===== src/rtl/gb_stream_tx.sv =====
// Pixel streamer: accepts a W x H frame from upstream and emits it as an AXI4-Stream through a small skid FIFO.
// Build option GB_TX_PATTERN_EN replaces the upstream source with an internal (x+y) test-pattern generator.
module gb_stream_tx #(
  parameter int FIFO_DEPTH = 2
) (
  input  logic        clk,
  input  logic        rst,
  input  logic        start,
  input  logic [8:0]  frame_w,
  input  logic [9:0]  frame_h,
  input  logic [7:0]  pix_in,
  input  logic        pix_in_valid,
  output logic        pix_in_ready,
  output logic [7:0]  arg_1_TDATA,
  output logic        arg_1_TVALID,
  output logic        arg_1_TLAST,
  input  logic        arg_1_TREADY,
  output logic        busy,
  output logic        done,
  output logic [18:0] pix_cnt
);

  localparam int CW = $clog2(FIFO_DEPTH + 1);

  typedef enum logic [1:0] {
    IDLE  = 2'd0,
    RUN   = 2'd1,
    FLUSH = 2'd2
  } state_t;

  state_t        state_r, state_s;
  logic [8:0]    w_r, x_r;
  logic [9:0]    h_r, y_r;
  logic [18:0]   total_r, acc_cnt_r, pix_cnt_r;
  logic [8:0]    fifo_r [FIFO_DEPTH];
  logic [8:0]    fifo_s [FIFO_DEPTH];
  logic [CW-1:0] cnt_r, cnt_s, wr_idx_s;
  logic          valid_r, busy_r, done_r;
  logic          start_ok_s, can_accept_s, accept_s, pop_s, last_hs_s, last_flag_s;
  logic [7:0]    pix_s;

  assign start_ok_s   = (state_r == IDLE) && start && (frame_w != 9'd0) && (frame_h != 10'd0);
  assign can_accept_s = (state_r == RUN) && (cnt_r != CW'(FIFO_DEPTH)) && (acc_cnt_r < total_r);
  assign last_flag_s  = (x_r == (w_r - 9'd1)) && (y_r == (h_r - 10'd1));
  assign pop_s        = valid_r && arg_1_TREADY;
  assign last_hs_s    = pop_s && fifo_r[0][0];

`ifdef GB_TX_PATTERN_EN
  logic [9:0] xy_sum_s;
  logic       unused_s;
  assign xy_sum_s     = {1'b0, x_r} + y_r;
  assign pix_s        = xy_sum_s[7:0];
  assign accept_s     = can_accept_s;
  assign pix_in_ready = 1'b0;
  assign unused_s     = ^{pix_in, pix_in_valid, xy_sum_s[9:8]};
`else
  assign pix_s        = pix_in;
  assign accept_s     = can_accept_s && pix_in_valid;
  assign pix_in_ready = can_accept_s;
`endif

  // Frame control next-state logic
  always_comb begin
    state_s = state_r;
    case (state_r)
      IDLE: begin
        if (start_ok_s) state_s = RUN;
        else            state_s = IDLE;
      end
      RUN: begin
        if (accept_s && (acc_cnt_r == (total_r - 19'd1))) state_s = FLUSH;
        else                                              state_s = RUN;
      end
      FLUSH: begin
        if (last_hs_s) state_s = IDLE;
        else           state_s = FLUSH;
      end
      default: state_s = IDLE;
    endcase
  end

  // FSM state register
  always_ff @(posedge clk) begin
    if (rst) state_r <= IDLE;
    else     state_r <= state_s;
  end

  // Shift-register FIFO: entry 0 is always the head, vacated slots fill with zero
  always_comb begin
    wr_idx_s = pop_s ? (cnt_r - CW'(1)) : cnt_r;
    for (int i = 0; i < FIFO_DEPTH; i++) begin
      if (accept_s && (CW'(i) == wr_idx_s)) fifo_s[i] = {pix_s, last_flag_s};
      else if (pop_s)                       fifo_s[i] = (i < FIFO_DEPTH - 1) ? fifo_r[(i + 1) % FIFO_DEPTH] : 9'd0;
      else                                  fifo_s[i] = fifo_r[i];
    end
    case ({accept_s, pop_s})
      2'b10:   cnt_s = cnt_r + CW'(1);
      2'b01:   cnt_s = cnt_r - CW'(1);
      default: cnt_s = cnt_r;
    endcase
  end

  // FIFO storage, occupancy and registered stream valid
  always_ff @(posedge clk) begin
    if (rst) begin
      for (int i = 0; i < FIFO_DEPTH; i++) fifo_r[i] <= 9'd0;
      cnt_r   <= CW'(0);
      valid_r <= 1'b0;
    end else begin
      for (int i = 0; i < FIFO_DEPTH; i++) fifo_r[i] <= fifo_s[i];
      cnt_r   <= cnt_s;
      valid_r <= (cnt_s != CW'(0));
    end
  end

  // Frame geometry latch and raster position counters
  always_ff @(posedge clk) begin
    if (rst) begin
      w_r       <= 9'd0;
      h_r       <= 10'd0;
      total_r   <= 19'd0;
      x_r       <= 9'd0;
      y_r       <= 10'd0;
      acc_cnt_r <= 19'd0;
    end else if (start_ok_s) begin
      w_r       <= frame_w;
      h_r       <= frame_h;
      total_r   <= 19'(frame_w) * 19'(frame_h);
      x_r       <= 9'd0;
      y_r       <= 10'd0;
      acc_cnt_r <= 19'd0;
    end else if (accept_s) begin
      acc_cnt_r <= acc_cnt_r + 19'd1;
      if (x_r == (w_r - 9'd1)) begin
        x_r <= 9'd0;
        y_r <= y_r + 10'd1;
      end else begin
        x_r <= x_r + 9'd1;
      end
    end
  end

  // Status outputs: beat counter, busy and end-of-frame pulse
  always_ff @(posedge clk) begin
    if (rst) begin
      pix_cnt_r <= 19'd0;
      busy_r    <= 1'b0;
      done_r    <= 1'b0;
    end else begin
      if (start_ok_s)                          pix_cnt_r <= 19'd0;
      else if (pop_s && (pix_cnt_r != 19'h7FFFF)) pix_cnt_r <= pix_cnt_r + 19'd1;
      busy_r <= (state_s != IDLE);
      done_r <= (state_r == FLUSH) && last_hs_s;
    end
  end

  assign arg_1_TDATA  = fifo_r[0][8:1];
  assign arg_1_TLAST  = fifo_r[0][0];
  assign arg_1_TVALID = valid_r;
  assign busy         = busy_r;
  assign done         = done_r;
  assign pix_cnt      = pix_cnt_r;

endmodule


===== config.mk =====
export PLATFORM = sky130hd
export DESIGN_NAME = gb_stream_tx
export DESIGN_NICKNAME = d
export VERILOG_FILES = /design/src/rtl/gb_stream_tx.sv
export SDC_FILE = /design/constraint.sdc
export NUM_CORES = 1
export LEC_CHECK = 0
export BUFFER_PORTS_ARGS = -buffer_cell sky130_fd_sc_hd__buf_2
export CAP_MARGIN = 20
export CORE_AREA = 5 5 189 191
export CTS_BUF_LIST = sky130_fd_sc_hd__clkbuf_16
export DETAILED_ROUTE_END_ITERATION = 16
export DIE_AREA = 0 0 194 196
export PLACE_DENSITY = 0.49
export SLEW_MARGIN = 40
export SYNTH_ARGS = -nofsm -noshare
export SYNTH_HDL_FRONTEND = slang
export SYNTH_SLANG_ARGS = --single-unit

===== constraint.sdc =====
create_clock -name clk -period 5.1 [get_ports clk]
set_clock_uncertainty 0.15 [all_clocks]
set_input_delay 0.255 -clock clk [delete_from_list [all_inputs] [get_ports clk]]
set_output_delay 0.255 -clock clk [all_outputs]
set_load 0.005 [all_outputs]

==> results of run 1 <==
## through the flow
stage	hold slack, ns	utilization, %	setup WS (ns)
after floorplan	0.231	-	0.565
after global placement	0.304	31.1	0.371
after detailed placement	0.312	31.1	0.345
after CTS	0.0698	33.2	0.702
after global routing	0.100	33.2	0.361
final	0.0790	33.2	0.775
## worst max-delay path, delay by kind of cell
kind	cells	cell delay, ns
adder cells (fa/ha/maj)	5	2.36
AND/OR/NAND/NOR	5	0.76
AO/OA/AOI/OAI	3	0.76
buffers and inverters	4	0.37
## final cells by class
type / instances / area share [%]
clock inverters: 15 / 1.68
well taps: 455 / 5.06
multi-input cells: 898 / 60.2
clock buffers: 17 / 3.78
flip-flops and latches: 120 / 21.3
inverters: 116 / 3.87
repair buffers: 80 / 4.11
## synth_stat cells, types with 5 or more instances
cell type,n,area share (%)
o21a_1,6,0.45
buf_1,6,0.23
fa_1,57,11
inv_1,115,4.3
or4_1,17,1.3
a21o_1,6,0.45
and4_1,5,0.44
nand3_1,43,2.2
xnor2_1,32,2.8
xor2_1,39,3.4
a311oi_1,9,0.79
ha_1,68,8.6
nor2_1,105,4.0
nand4_1,35,2.2
dfxtp_1,120,24
o21ai_0,23,1.2
o31ai_1,19,1.4
nor4_1,14,0.88
buf_4,8,0.60
nand2b_1,17,1.1
or3_1,15,0.94
mux2i_1,42,4.2
nand2_1,104,3.9
and2_1,64,4.0
and3_1,14,0.88
a21oi_1,58,2.9
a31oi_1,10,0.63
nor3_1,19,0.96
clkbuf_1,60,2.3
## power by group through the flow
stage	Sequential, mW	Clock [mW]	Combinational [mW]
2_1_floorplan	1.06	0	1.33
3_3_place_gp	1.11	0	1.67
3_5_place_dp	1.11	0	1.68
4_1_cts	1.09	1.32	1.70
5_1_grt	1.10	1.36	1.92
6_report	1.09	1.29	1.68
## kinds of logic (layout without fill, tap and decap cells)
logic type               Yosys count  count (layout)
XOR/XNOR                          71              71
flip-flops                       120             120
multiplexers                      42              42
adder cells (fa/ha/maj)          125             125
buffers and inverters            195             228
AND/OR/NAND/NOR                  478             478
AO/OA/AOI/OAI                    182             182
## final timing paths
path | from | end | slack [ns]
max | frame_w[2] | total_r[17] | 0.78
min | frame_w[8] | w_r[8] | 0.08
max reg2reg | total_r[8] | arg_1_TVALID | 0.84
min reg2reg | fifo_r[0][17] | fifo_r[0][17] | 0.32
## metal layers
layer,vias up,GRT usage [%]
met4,0,2.73
met2,72,23.1
li1,4208,-
met5,-,0
met3,13,2.11
met1,3945,17.7
## state kept, by name, indices dropped and copies added, names as in the netlist
name and cells:
done 1, busy 1, x_r 9, h_r 10, state_r 2, fifo_r 18, cnt_r 2, arg_1_TVALID 1
pix_cnt 19, w_r 9, y_r 10, total_r 19, acc_cnt_r 19
==> impl_metrics.ini, run 1 <==
[status]
run_status = complete, no violations

[power_and_ir_drop]
cellPowerDensity_mw_per_mm2 = 360
power.share.clock_pct = 31.8
finalPower_mw = 4.05
leakage_nw = 4.87
irDropWorstVdd_v = 0.000179
fraction_of_power_spent_switching_nets_pct = 38.5
combinationalPowerShare_pct = 41.4
seq_power_share_pct = 26.8
power_switching_mw = 1.56
cellInternalPower_mw = 2.49

[synth]
multiplexer_fraction_of_the_synthesized_cell_area_pct = 4.23
synth-seq-cells = 120
avgSynthCellArea_sq_um = 8.19
synth-xor-area-share_pct = 6.26
synth_fa_ha_area_share_pct = 20.0
synth_sequential_area_ratio_pct = 24.2
synth_compound_gate_area_share_pct = 12.4
post_synth_num_cell_types = 73
synth_top_family_by_area = simple AND/OR/NAND/NOR gates
netlist_instances = 1213
synth_top_flop_cell = dfxtp_1
synthSimpleGateAreaFrac_pct = 25.1
yosysWarningCount = 0
post_synth_net_total = 1370
netlist_area_sq_mm = 0.00994
edff_count_synth = 0
async_reset_ff_share_pct = 0

[detailed_routing]
topRoutingLayerUsed = met4
dr_wl_met2_um = 12500
m1WireLength_um = 12300
detailroute.via_count = 8238
drc = 0
wl_met3_um = 507
route.antenna.remaining_nets = 0
dr.first_iter.drc_count = 393
routed_via_density = 4.84
average_wire_per_standard_cell_um = 15.0
first_drt_pass_iteration_count = 4
wl_um = 25500

[timing]
final_period_minus_worst_setup_slack_ns = 4.32
report.final.slew_viol_count = 0
max_slew_margin_pct = 45.6
setup_violations = 0
setup_total_negative_slack_ns = 0
finalHoldViolCount = 0
rsz0062_at_grt = no
clock.fmax_ghz = 0.231
timing.final.crit_share_pct = 84.8
worst_pin_slew_ns = 0.816

[placement]
place.detailed.hpwl_um = 19200
place_congestion = 0.824
port-buffer-count = 63
placed_cells_incl_taps = 1661
dpl_cell_area_sq_mm = 0.0106

[setup_path]
worst-r2r-cell-count = 13
cpMaxStageDelayCell = fa_1
setup.worst_path.class = in2reg
critPathMaxFanout = 12
cp_cell_sequence = buf_2 -> nand2_1 -> fa_1 -> inv_1 -> fa_1 -> inv_1 -> fa_1 -> fa_1 -> inv_1 -> ha_1 -> o21ai_0 -> o21a_1 -> nor3_1 -> or3_1 -> nand4_1 -> a2111o_1 -> nand3_1
worst-endpoint-required_ns = 5.31
critPathMostFrequentCell = fa_1
worst_path_largest_cell_delay_ns = 0.54
startpoint_type = input port
critical_path_arrival_ns = 4.54
worst_setup_path_end_kind = register

[layout]
layout.cells.most_common = dfxtp_1
commonest_cells_after_routing_fill_and_taps_aside = dfxtp_1, inv_1, nor2_1, nand2_1, ha_1
flow.area_growth_from_synthesis_pct = 13.3
fillers = 3581
antenna_cells = 0
multiInputGateArea_sq_mm = 0.00678
finalInstanceArea_sq_mm = 0.0113
design.final.nets = 1390
final-instance-count-excl-fill = 1701
layout.area.seq_sq_mm = 0.00240
final_layout_size_suffix_gt1_share_pct = 9.95

[clock_network]
clock-sinks = 120
cts_root_buf = clkbuf_16
cts_hold_buf = 8
post_cts_resize_count = 0
clk_latency_ns = 0.43
worst_setup_hold_path_clk_slew_ns = 0.06
cts_max_level = 4
tritoncts.num_buffers = 17
cts_setup_buffers = 0
tritoncts_clock_tree = built
clk_path_buf_depth = 2

[floorplan]
chipWidth_um = 194
die_area_sq_mm = 0.0380
fp.dieH_um = 196
row_count = 68
core_area_sq_mm = 0.0339
floorplan.initialDensity_pct = 29.3
io-pin-count = 64

[global_route]
grt_pass1_wl_um = 42300
grt_remaining_overflow = 0
grt_max_degree = 63
grt_antenna_before_repair = 0
first_global_vias = 8053
global_route.usage.total_pct = 13.3

[hold_path]
holdCritPathClass = in2reg
whs_path_depth = 3

[flow_run]
cap_viol_max_count = 0
Note: power is estimated with default switching activity, not from simulation.
==> inputs of run 2 (changes only) <==
--- a/config.mk
+++ b/config.mk
@@ -11,7 +11,7 @@
 export CTS_BUF_LIST = sky130_fd_sc_hd__clkbuf_16
 export DETAILED_ROUTE_END_ITERATION = 16
 export DIE_AREA = 0 0 194 196
-export PLACE_DENSITY = 0.49
+export PLACE_DENSITY = 0.5
 export SLEW_MARGIN = 40
 export SYNTH_ARGS = -nofsm -noshare
 export SYNTH_HDL_FRONTEND = slang
==> constraint.sdc (replaced) <==
create_clock -name clk -period 3.9 [get_ports clk]
set_clock_uncertainty 0.15 [all_clocks]
set_input_delay 0.195 -clock clk [delete_from_list [all_inputs] [get_ports clk]]
set_output_delay 0.195 -clock clk [all_outputs]
set_load 0.005 [all_outputs]
==> run 2 against run 1 <==
  * Core utilization is 2.1 points higher
  * Critical path depth decreased by 1
  * Total power rose by 41%
  * Via count is 4.8% higher
  * First-iteration DRC count up 1.0%
  * Non-clock buffer count rose by 67
  * Combinational power rose by 67%
  * Critical path type unchanged
  * Critical endpoint is now total_r[15]
  * Highest routed layer unchanged
==> impl_metrics.ini, run 2 (synthesis results as in run 1) <==
[floorplan]
row_count = 68
fp.dieH_um = 196
io-pin-count = 64
chipWidth_um = 194
core_area_sq_mm = 0.0339
floorplan.initialDensity_pct = 29.3
die_area_sq_mm = 0.0380

[setup_path]
cpMaxStageDelayCell = fa_1
worst_path_largest_cell_delay_ns = 0.49
path_buf_inv = 4
crit_family = adder cells
critical_path_arrival_ns = 4.06
cp_cell_sequence = buf_4 -> buf_4 -> and2_1 -> fa_1 -> fa_1 -> fa_1 -> inv_1 -> fa_1 -> inv_2 -> ha_4 -> and2_4 -> a31o_4 -> or3_4 -> and3_4 -> o31ai_1 -> and2_1
critPathMostFrequentCell = fa_1
worst_setup_path_end_kind = register
worst-endpoint-required_ns = 4.12
startpoint_type = input port
critPathMaxFanout = 6
setup.worst_path.class = in2reg

[global_route]
grt_max_degree = 62
first_global_vias = 8578
grt_pass1_wl_um = 43800
grt_antenna_before_repair = 0
global_route.usage.total_pct = 13.7
grt_remaining_overflow = 0

[clock_network]
clk_path_buf_depth = 2
cts_max_level = 4
tritoncts.num_buffers = 17
clock-sinks = 120
clk_latency_ns = 0.42
cts_root_buf = clkbuf_16
worst_setup_hold_path_clk_slew_ns = 0.05
tritoncts_clock_tree = built

[power_and_ir_drop]
leakage_nw = 5.24
irDropWorstVdd_v = 0.000302
cellPowerDensity_mw_per_mm2 = 475
finalPower_mw = 5.70

[timing]
clock.fmax_ghz = 0.260
max_slew_margin_pct = 47.5
finalHoldViolCount = 0
final_period_minus_worst_setup_slack_ns = 3.85
setup_total_negative_slack_ns = 0
setup_violations = 0
report.final.slew_viol_count = 0
worst_pin_slew_ns = 0.781
rsz0062_at_grt = yes
timing.final.crit_share_pct = 98.6
hold_ws_ns = 0.0324

[layout]
flow.area_growth_from_synthesis_pct = 20.6
fillers = 3537
layout.cells.most_common = dfxtp_1
final_layout_size_suffix_gt1_share_pct = 17.8
antenna_cells = 0
commonest_cells_after_routing_fill_and_taps_aside = dfxtp_1, inv_1, nor2_1, nand2_1, buf_4
design.final.nets = 1457
finalInstanceArea_sq_mm = 0.0120
final-instance-count-excl-fill = 1766

[detailed_routing]
wl_um = 26100
average_wire_per_standard_cell_um = 14.8
route.antenna.remaining_nets = 0
drc = 0
detailroute.via_count = 8631
routed_via_density = 4.89
dr.first_iter.drc_count = 397
first_drt_pass_iteration_count = 7

[placement]
place.detailed.hpwl_um = 20200
place_congestion = 0.845
dpl_cell_area_sq_mm = 0.0112
port-buffer-count = 63
placed_cells_incl_taps = 1726

[flow_run]
cap_viol_max_count = 0

[hold_path]
holdCritPathClass = in2reg

[status]
run_status = complete, no violations
[run 2: final cells by class]
class | instances | area, sq um | area share (%)
clock inverters | 13 | 118 | 0.981
multi-input cells | 898 | 6970 | 58.1
inverters | 116 | 435 | 3.63
flip-flops and latches | 120 | 2400 | 20.0
clock buffers | 17 | 425 | 3.55
well taps | 455 | 569 | 4.75
repair buffers | 147 | 1070 | 8.93
[run 2: worst paths after layout]
kind | startpoint | end | slack, ns | cells past startpoint
max | frame_w[6] | total_r[15] | 0.05 | 16
min | frame_h[5] | h_r[5] | 0.03 | 4
max reg2reg | total_r[16] | acc_cnt_r[13] | 0.58 | 9
min reg2reg | fifo_r[0][17] | fifo_r[0][17] | 0.32 | 2
[run 2: tightest hold or removal path: cells and delay by family]
family	cells	cell delay, ns
buffers and inverters	2	0.23
multiplexers	1	0.06
AND/OR/NAND/NOR	1	0.08
[run 2: what timing repair did]
action                                  CTS  global route
endpoints found under the setup margin    4             7
setup buffers                             0             2
resized for setup                        13            37
hold buffers                              8             0
endpoints found under the hold margin    16             0
pin swaps                                 6            17
[run 2: per-layer routing]
layer  GRT usage [%]  up-vias  wire length [um]
li1                -     4349                 -
met4            3.41        0               347
met3            2.08       25               561
met5               0        -                 0
met1            18.8     4145             12800
met2            22.7      112             12400
[run 2: per-stage QoR]
step           worst slack, ns  util (%)
5_1_grt                 -0.112      35.3
4_1_cts                0.00490      35.0
3_5_place_dp            -0.521      33.0
3_3_place_gp            -0.461      33.0
6_report                0.0546      35.3
2_1_floorplan           -0.195         -
[run 2: power by group]
group          switching [mW]  internal [mW]  total, mW
sequential              0.106           1.30       1.41
clock                   0.571          0.917       1.49
combinational            1.43           1.37       2.80
